File: src/rtl/byte_ser_pkg.sv
// byte_ser_pkg: shared FSM state type and width limit for byte_serializer (no ports; optional parity via BYTE_SER_PARITY_EN)
package byte_ser_pkg;
  localparam int MAX_WIDTH = 32;
  typedef enum logic [1:0] {S_IDLE, S_SHIFT, S_PARITY} ser_state_t;
endpackage

File: src/rtl/byte_serializer_if.sv
// byte_serializer_if: word-in/bit-out bundle; master drives din/din_valid, slave drives din_ready/sout/sout_valid/busy
interface byte_serializer_if #(parameter int WIDTH = 8) ();
  logic [WIDTH-1:0] din;
  logic             din_valid;
  logic             din_ready;
  logic             sout;
  logic             sout_valid;
  logic             busy;
  modport master (output din, din_valid, input din_ready, sout, sout_valid, busy);
  modport slave  (input din, din_valid, output din_ready, sout, sout_valid, busy);
endinterface

File: src/rtl/byte_serializer_parity_calc.sv
// parity_calc: combinational even parity (XOR-reduce) of i_data[WIDTH-1:0] onto o_parity; used only when BYTE_SER_PARITY_EN is defined
module parity_calc #(
  parameter int WIDTH = 8
) (
  input  logic [WIDTH-1:0] i_data,
  output logic             o_parity
);
  assign o_parity = ^i_data;
endmodule

File: src/rtl/byte_serializer.sv
// byte_serializer: parallel word to serial stream; ports clk, rst (sync active-high), bus (slave: din, din_valid, din_ready, sout, sout_valid, busy); BYTE_SER_PARITY_EN appends an even-parity bit per word
module byte_serializer
  import byte_ser_pkg::*;
#(
  parameter int WIDTH      = 8,
  parameter bit MSB_FIRST  = 1'b1,
  parameter bit IDLE_LEVEL = 1'b0
) (
  input  logic                clk,
  input  logic                rst,
  byte_serializer_if.slave    bus
);
  localparam int CW = (WIDTH > 1) ? $clog2(WIDTH) : 1;
  ser_state_t       r_state;
  logic [CW-1:0]    r_cnt;
  logic [WIDTH-1:0] r_shift;
  logic             r_sout;
  logic             r_sout_valid;
  logic             w_last;
  logic             w_xfer;
  logic             w_first;
  logic             w_nbit;
  logic [WIDTH-1:0] w_next;
  assign w_last  = r_cnt == CW'(WIDTH - 1);
  assign w_xfer  = bus.din_valid && bus.din_ready;
  assign w_next  = MSB_FIRST ? r_shift << 1 : r_shift >> 1;
  assign w_first = MSB_FIRST ? bus.din[WIDTH-1] : bus.din[0];
  assign w_nbit  = MSB_FIRST ? w_next[WIDTH-1] : w_next[0];
`ifdef BYTE_SER_PARITY_EN
  logic w_par;
  logic r_par;
  parity_calc #(.WIDTH(WIDTH)) u_parity (.i_data(bus.din), .o_parity(w_par));
  assign bus.din_ready = !rst && (r_state == S_IDLE || r_state == S_PARITY);
`else
  assign bus.din_ready = !rst && (r_state == S_IDLE || (r_state == S_SHIFT && w_last));
`endif
  always_ff @(posedge clk) begin
    if (rst) begin
      r_state      <= S_IDLE;
      r_cnt        <= '0;
      r_shift      <= '0;
      r_sout       <= IDLE_LEVEL;
      r_sout_valid <= 1'b0;
`ifdef BYTE_SER_PARITY_EN
      r_par        <= 1'b0;
`endif
    end else if (w_xfer) begin
      r_state      <= S_SHIFT;
      r_cnt        <= '0;
      r_shift      <= bus.din;
      r_sout       <= w_first;
      r_sout_valid <= 1'b1;
`ifdef BYTE_SER_PARITY_EN
      r_par        <= w_par;
`endif
    end else if (r_state == S_SHIFT && !w_last) begin
      r_cnt   <= r_cnt + 1'b1;
      r_shift <= w_next;
      r_sout  <= w_nbit;
`ifdef BYTE_SER_PARITY_EN
    end else if (r_state == S_SHIFT) begin
      r_state <= S_PARITY;
      r_cnt   <= '0;
      r_sout  <= r_par;
`endif
    end else begin
      r_state      <= S_IDLE;
      r_cnt        <= '0;
      r_sout       <= IDLE_LEVEL;
      r_sout_valid <= 1'b0;
    end
  end
  assign bus.sout       = r_sout;
  assign bus.sout_valid = r_sout_valid;
  assign bus.busy       = r_state != S_IDLE;
endmodule

File: src/flat_wrapper.sv
// flat-port wrapper written by rule: the top's interface ports become plain ports
module byte_serializer_flat import byte_ser_pkg::*;
#(
  parameter int WIDTH      = 8,
  parameter bit MSB_FIRST  = 1'b1,
  parameter bit IDLE_LEVEL = 1'b0
)
  (clk, rst, bus_din, bus_din_valid, bus_din_ready, bus_sout, bus_sout_valid, bus_busy);
  byte_serializer_if #(.WIDTH(WIDTH)) bus_i ();
  input  logic clk;
  input  logic rst;
  input wire logic [$bits(bus_i.din)-1:0] bus_din;
  input wire logic [$bits(bus_i.din_valid)-1:0] bus_din_valid;
  output wire logic [$bits(bus_i.din_ready)-1:0] bus_din_ready;
  output wire logic [$bits(bus_i.sout)-1:0] bus_sout;
  output wire logic [$bits(bus_i.sout_valid)-1:0] bus_sout_valid;
  output wire logic [$bits(bus_i.busy)-1:0] bus_busy;
  assign bus_i.din = bus_din;
  assign bus_i.din_valid = bus_din_valid;
  assign bus_din_ready = bus_i.din_ready;
  assign bus_sout = bus_i.sout;
  assign bus_sout_valid = bus_i.sout_valid;
  assign bus_busy = bus_i.busy;
  byte_serializer #(.WIDTH(WIDTH), .MSB_FIRST(MSB_FIRST), .IDLE_LEVEL(IDLE_LEVEL)) u_core (.clk(clk), .rst(rst), .bus(bus_i));
endmodule
File: config.mk
export PLATFORM = sky130hd
export DESIGN_NAME = byte_serializer_flat
export DESIGN_NICKNAME = d
export VERILOG_FILES = /design/src/rtl/byte_ser_pkg.sv /design/src/rtl/byte_serializer_if.sv /design/src/rtl/byte_serializer_parity_calc.sv /design/src/rtl/byte_serializer.sv /design/src/flat_wrapper.sv
export SDC_FILE = /design/constraint.sdc
export NUM_CORES = 1
export LEC_CHECK = 0
export CORE_UTILIZATION = 30
export CTS_CLUSTER_DIAMETER = 150
export DETAILED_ROUTE_END_ITERATION = 16
export PLACE_DENSITY_LB_ADDON = 0.15
export SLEW_MARGIN = 20
export SYNTH_ARGS = -nofsm -noshare
export SYNTH_HDL_FRONTEND = slang
export SYNTH_SLANG_ARGS = --single-unit
export TNS_END_PERCENT = 20
File: constraint.sdc
create_clock -name clk -period 4.05 [get_ports clk]
set_input_delay 0.81 -clock clk [delete_from_list [all_inputs] [get_ports clk]]
set_output_delay 0.81 -clock clk [all_outputs]
set_load 0.1 [all_outputs]
# After elaboration in Yosys (flattened, before gate mapping)
# Cells that the tools add are included.
[totals]
ff_bits = 13
in_bits = 11
elab_cells = 27
[classes]
addsub = 1
eq_ne = 2
muxes = 8
bitwise_logic = 1
reduce_logical = 10
[ops]
columns = ["op", "count"]
rows = [
  ["two-way mux 7 bit", 2],
  ["two-way mux 1 bit", 6],
  ["logical AND 1 bit", 4],
  ["adder 3 x 1 -> 3 bit, second input constant", 1],
  ["equality test 3 bit, second input constant", 1],
  ["OR reduction 3 bit", 1],
  ["logical NOT 1 bit", 2],
  ["logical NOT 2 bit", 1],
  ["!= test 2 x 1 -> 1 bit, second input constant", 1],
  ["nonzero test 2 bit", 1],
  ["logical OR 1 bit", 1],
  ["inverter 1 bit", 1],
]

# Logic depth before layout (Yosys ltp)
# Gate-level depths: netlist (run 1).
[depth]
depth_word = 6
depth_mapped = 7
ltp_nobuf = 5

# Least setup slack after synthesis (run 1)
# No wires, ideal clock.
[synth_timing]
path_kind = "reg-to-output"
startpoint = "reg, netlist name u_core.bus.sout_valid"
endpoint = "out bus_din_ready"
t_arrival_ps = 2335
setup_slack_ps = 905
stages_incl_launch_ff = 3
cell_sequence = "dfxtp_1 and2b_2 nor2_1"
[synth_rtl]
columns = ["item", "line", "text"]
rows = [
  ["to (decl)", "flat_wrapper.sv:14", "output wire logic [$bits(bus_i.din_ready)-1:0] bus_din_ready;"],
]

==> results of run 1 <==
## layer usage
metal  routed length (um)  vias up  part of all wire [%]  GRT usage [%]
met2                  398        6                    45           14.6
met4                   14        0                   1.6           10.6
met1                  431      171                    48           12.5
met5                    0        -                     0              0
met3                   44        2                   4.9           2.38
li1                     -      198                     -              -
## worst register-to-register path, cell delays in order, from the launching register on
cell and delay [ns]:
dfxtp_1 0.31, ha_1 0.19, ha_1 0.19, nand2b_4 0.24, nor2_1 0.16, a211oi_2 0.06
## cell families (layout without fill, tap and decap cells)
group,count (synthesis),after routing,synth area share (%)
multiplexers,7,7,12.1
AO/OA/AOI/OAI,7,7,14.5
flip-flops,12,12,41.5
adder cells (fa/ha/maj),2,2,4.32
buffers and inverters,5,18,9.50
AND/OR/NAND/NOR,17,17,18.1
## area by class of cell
| class | count | area (um2) |
|---|---|---|
| Tap cell | 25 | 31.3 |
| Fill cell | 200 | 1040 |
| Sequential cell | 12 | 240 |
| Timing Repair Buffer | 15 | 145 |
| Clock buffer | 3 | 22.5 |
| Multi-Input combinational cell | 33 | 284 |
## flip-flops by register name (all words and copies together), names as in the netlist
name and count:
u_core.bus.sout 1, u_core.bus.sout_valid 1, u_core.r_cnt 3, u_core.r_shift 7
## synth_stat cells
cell type	n	area share, %
ha_1	2	4.3
buf_4	1	1.3
nand2_1	1	0.65
nor3b_2	2	4.3
nor3_1	2	1.7
buf_2	1	0.86
nor2_1	9	5.8
a21oi_2	1	1.5
buf_6	2	3.9
a211oi_2	6	13
and2b_2	1	1.5
nand3_2	1	1.7
nand2b_4	1	2.4
mux2i_1	7	12
buf_12	1	3.5
dfxtp_1	12	41
## power by group
| group | internal, mW | switching, mW | total [mW] |
|---|---|---|---|
| clock | 0.0343 | 0.0362 | 0.0706 |
| combinational | 0.0244 | 0.0374 | 0.0618 |
| sequential | 0.126 | 0.00413 | 0.130 |
## worst max-delay path by stage
| stage | start | end | slack [ns] | depth (start not counted) |
|---|---|---|---|---|
| floorplan | u_core.bus.sout_valid$_SDFFE_PP0P_ | bus_din_ready | 0.91 | 2 |
| global placement | rst | bus_din_ready | 1.43 | 4 |
| detailed placement | rst | bus_din_ready | 1.42 | 4 |
| CTS | u_core.bus.sout_valid$_SDFFE_PP0P_ | bus_busy | 1.38 | 1 |
| global route | u_core.bus.sout_valid$_SDFFE_PP0P_ | bus_busy | 1.33 | 1 |
| finish | u_core.bus.sout_valid$_SDFFE_PP0P_ | bus_busy | 1.39 | 1 |
## through the flow
step | cell area [um2] | instances | power (mW) | hold slack, ns | setup WS (ns)
finish | 723 | 88 | 0.262 | 0.433 | 1.39
global route | 723 | 88 | 0.276 | 0.450 | 1.33
CTS | 723 | 88 | 0.268 | 0.441 | 1.38
detailed placement | 701 | 85 | 0.195 | 0.430 | 1.42
global placement | 701 | 85 | 0.195 | 0.427 | 1.43
floorplan | 579 | 50 | 0.182 | 0.406 | 0.905
==> metrics.yaml, run 1 <==
run_status: "completed"
reg2reg_slack_ns: 2.78
drv_cap: 0
setup_viol: 0
grt_pass1_vias: 353
area_growth_syn_to_layout_pct: 24.8
wl_per_cell_um: 10.1
final_cell_mix: "13 x clkdlybuf4s50_1, 12 x dfxtp_1, 9 x nor2_1, 7 x mux2i_1, 6 x a211oi_2"
first_pass_iters: 1
insertion_delay_ns: 0.26
routabilityCongestion: 0.630
ant_nets: 0
core_um2: 1760
cts_setup_buffers: 0
cts.sinks: 12
worstPathArrival_ns: 1.85
hold_depth: 1
synth_cell_types: 16
vias_per_cell: 4.28
slew_headroom_pct: 35.6
hold_violations: 0
grt_start_max_net_pins: 17
start_kind: "flip-flop"
min_path_type: "reg -> reg"
std_cell_rows: 15
clock.fmax_mhz: 377
overflow: 0
antenna_found_initial: 0
path_delay_family: "buffers and inverters"
dp_hpwl_um: 620
drv_slew: 0
ys_seq_area_share_pct: 41.5
htreeDepth: 1
port_buffers: 14
fin_util_pct: 41.0
worst_r2r_endpoint: "u_core.r_shift[2]$_SDFFE_PP0P_"
drive_gt1_share_pct: 27.0
cp_num_buf_inv: 1
setup.worst_path.end_class: "primary output"
num_vias: 377
synth.net_count: 63
timing.final.crit_share_pct: 65.6
cts_resized: 0
diodes: 0
worst_pin_slew_ns: 0.963
leakagePower_nw: 0.288
grt_pass1_wl_um: 1470
cts_root_buf: "clkbuf_4"
rsz0062_at_grt: "no"
initial_core_util_pct: 32.8
slowest_stage: "clkdlybuf4s50_1"
peakVddDrop_mv: 0.156
synthesis.area_um2: 579
p_per_area_nw_per_um2: 362
clock_path_buffers: 2
die_y_um: 45.9
max_stage_delay_ns: 1.16
num_io_pins: 15
drt-total-wl_um: 889
fin_crit_ns: 2.66
setup_tns_ns: 0
ys_ff_latch: 12
hold_end: "u_core.r_cnt[0]$_SDFF_PP0_"
hold_buffers: 0
final.setup_skew_ns: 0.00239
layout_commonest_cell: "clkdlybuf4s50_1"
path_class: "reg -> out"
globalRouteTotalUtil_pct: 10.4
reg2reg_depth: 5
path_clk_slew_ns: 0.07
hp-start: "u_core.r_cnt[0]$_SDFF_PP0_"
syn-mean-instance-area_um2: 11.6
fp.dieW_um: 45.9
cp_cell_sequence: "clkdlybuf4s50_1"
synthCells: 50
yosys_warnings: 0
dieArea_um2: 2110
cts_tree: "built"
r2r-start: "u_core.r_cnt[0]$_SDFF_PP0_"
drtIter0Drc: 0
cts_buffers: 3
path_max_fanout: 4
cp_data_required_time_ns: 3.24
drc: 0
finalNetCount: 78
Power figures use the tool's default switching activity.
==> run 2, diff against run 1 <==
Clock period 4.05 ns to 2.4 ns, I/O delays scaled along.
==> metrics.yaml, run 2 (synthesis gave the netlist of run 1 again) <==
reg2reg_depth: 5  # unchanged
crit_path_end: "bus_din_ready"  # was bus_busy
first_pass_iters: 2  # was 1
antenna_found_initial: 0  # unchanged
largest_reg_flops: 7  # unchanged
cts_buffers: 3  # unchanged
hold_buffers: 0  # unchanged
insertion_delay_ns: 0.27  # was 0.26 ns
clock.fmax_mhz: 508
cp_common_cell: "ha_1"
reg2reg_slack_ns: 1.12  # was 2.78 ns
path_depth: 5  # was 1
cts_resized: 0  # unchanged
setup_tns_ns: 0  # unchanged
fp.dieW_um: 45.9  # unchanged
rsz0062_at_grt: "no"  # unchanged
slew_headroom_pct: 66.5  # was 35.6%
p_clk_share_pct: 32.9  # was 26.9%
r2r-start: "u_core.r_cnt[0]$_SDFF_PP0_"  # unchanged
num_io_pins: 15  # unchanged
path_class: "reg -> out"  # unchanged
place_inst: 85  # unchanged
drv_slew: 0  # unchanged
std_cell_rows: 15  # unchanged
dieArea_um2: 2110  # unchanged
grt_start_max_net_pins: 17  # unchanged
vias_per_cell: 4.34  # was 4.28
path_max_fanout: 4  # unchanged
cp-startpoint: "u_core.r_cnt[0]$_SDFF_PP0_"  # was u_core.bus.sout_valid$_SDFFE_PP0P_
largest_register: "u_core.r_shift"  # unchanged
min_path_type: "reg -> reg"  # unchanged
largest_registers: "u_core.r_shift x7, u_core.r_cnt x3"  # unchanged
cts.sinks: 12  # unchanged
fill_cells: 199  # was 200
cts_tree: "built"  # unchanged
htreeDepth: 1  # unchanged
die_y_um: 45.9  # unchanged
num_vias: 386  # was 377
max_stage_delay_ns: 0.34  # was 1.16 ns
hold_violations: 0  # unchanged
power.share.combinational_pct: 22.1  # was 23.6%
worst_pin_slew_ns: 0.501  # was 0.963 ns
leakagePower_nw: 0.304  # was 0.288 nW
drv_cap: 0  # unchanged
overflow: 0  # unchanged
cts_root_buf: "clkbuf_4"  # unchanged
wl_per_cell_um: 10.3  # was 10.1 um
timing.final.crit_share_pct: 82.0
drive_gt1_share_pct: 34.4  # was 27.0%
p_sw_mw: 0.139  # was 0.0777 mW
initial_core_util_pct: 32.8  # unchanged
area_growth_syn_to_layout_pct: 28.5  # was 24.8%
slowest_stage: "dfxtp_1"  # was clkdlybuf4s50_1
clock_path_buffers: 2  # unchanged
finalNetCount: 78  # unchanged
final.setup_skew_ns: 0.00457  # was 0.00239 ns
final_cell_mix: "12 x dfxtp_1, 10 x clkdlybuf4s50_1, 8 x nor2_1, 7 x mux2i_1, 6 x a211oi_2"  # was 13 x clkdlybuf4s50_1, 12 x dfxtp_1, 9 x nor2_1, 7 x mux2i_1, 6 x a211oi_2
grt_pass1_wl_um: 1460  # was 1470 um
fin_crit_ns: 1.97
start_kind: "flip-flop"  # unchanged
run_status: "completed"  # unchanged
cp_num_buf_inv: 1  # unchanged
diodes: 0  # unchanged
ant_nets: 0  # unchanged
p_int_mw: 0.347  # was 0.184 mW
peakVddDrop_mv: 0.372  # was 0.156 mV
cp_data_required_time_ns: 1.92  # was 3.24 ns
path_clk_slew_ns: 0.08  # was 0.07 ns
seqPwrFrac_pct: 45.0  # was 49.5%
worst_r2r_endpoint: "u_core.r_shift[2]$_SDFFE_PP0P_"  # unchanged
holdWs_ns: 0.438  # was 0.433 ns
drt-total-wl_um: 913  # was 889 um
grt_pass1_vias: 345  # was 353
p_per_area_nw_per_um2: 653  # was 362 nW/um2
drtIter0Drc: 2  # was 0
cp_cell_sequence: "ha_1 > ha_1 > and2b_2 > nor2_2 > buf_12"  # was clkdlybuf4s50_1
fin_cells: 89  # was 88
cts_setup_buffers: 0  # unchanged
drc: 0  # unchanged
setup_viol: 0  # unchanged
worstPathArrival_ns: 1.49  # was 1.85 ns
path_delay_family: "simple AND/OR/NAND/NOR gates"  # was buffers and inverters
layout_commonest_cell: "dfxtp_1"  # was clkdlybuf4s50_1
core_um2: 1760  # unchanged
port_buffers: 14  # unchanged
swShare_pct: 28.6  # was 29.7%
routabilityCongestion: 0.614  # was 0.630
setup.worst_path.end_class: "primary output"  # unchanged
globalRouteTotalUtil_pct: 10.7  # was 10.4%
## run 2: cell types whose count changed in the layout (fill, tap and decap cells not counted)
cell | before | now
nor2_2 | 0 | 1
clkdlybuf4s50_1 | 13 | 10
nor2_1 | 9 | 8
buf_12 | 0 | 1
clkbuf_8 | 0 | 1
buf_4 | 2 | 4
## run 2: cell type report
class                      instances  area (um2)  share of cell area, %
clock buffer                       4        36.3                   4.87
multi-input combinational         33         287                   38.5
timing repair buffer              15         150                   20.2
tap                               25        31.3                   4.20
sequential                        12         240                   32.3
## run 2: metrics by stage
step	setup slack (ns)	utilization (%)	instance area (um2)	total power, mW
6_report	0.433	42.2	744	0.486
5_1_grt	0.358	42.2	744	0.513
4_1_cts	0.404	42.2	744	0.496
3_5_place_dp	0.612	40.1	708	0.333
3_3_place_gp	0.628	40.1	708	0.332
2_1_floorplan	0.0485	-	582	0.308
## run 2: per-layer routing
layer	part of all wire (%)	vias to the layer above	track usage [%]	wire, um
met5	0	-	0	0
met4	1.3	0	5.29	12
met3	7.4	2	7.14	68
met2	45	10	14.6	412
met1	46	173	12.6	420
li1	-	201	-	-
## run 2: worst min-delay path by stage
| stage | slack [ns] | depth (start not counted) | to | from |
|---|---|---|---|---|
| after detailed placement | 0.43 | 1 | u_core.r_cnt[0]$_SDFF_PP0_ | u_core.r_cnt[0]$_SDFF_PP0_ |
| after global placement | 0.43 | 1 | u_core.r_cnt[0]$_SDFF_PP0_ | u_core.r_cnt[0]$_SDFF_PP0_ |
| after floorplan | 0.41 | 1 | u_core.r_cnt[0]$_SDFF_PP0_ | u_core.r_cnt[0]$_SDFF_PP0_ |
| after CTS | 0.44 | 1 | u_core.r_cnt[0]$_SDFF_PP0_ | u_core.r_cnt[0]$_SDFF_PP0_ |
| final | 0.44 | 1 | u_core.r_cnt[0]$_SDFF_PP0_ | u_core.r_cnt[0]$_SDFF_PP0_ |
| after global routing | 0.46 | 1 | u_core.r_cnt[0]$_SDFF_PP0_ | u_core.r_cnt[0]$_SDFF_PP0_ |
## run 2: power by group through the flow
stage	logic, mW	clock network, mW	registers [mW]
after global placement	0.109	0	0.224
after global routing	0.114	0.177	0.221
after floorplan	0.0702	0	0.238
after detailed placement	0.109	0	0.224
final	0.107	0.160	0.219
after CTS	0.109	0.168	0.219
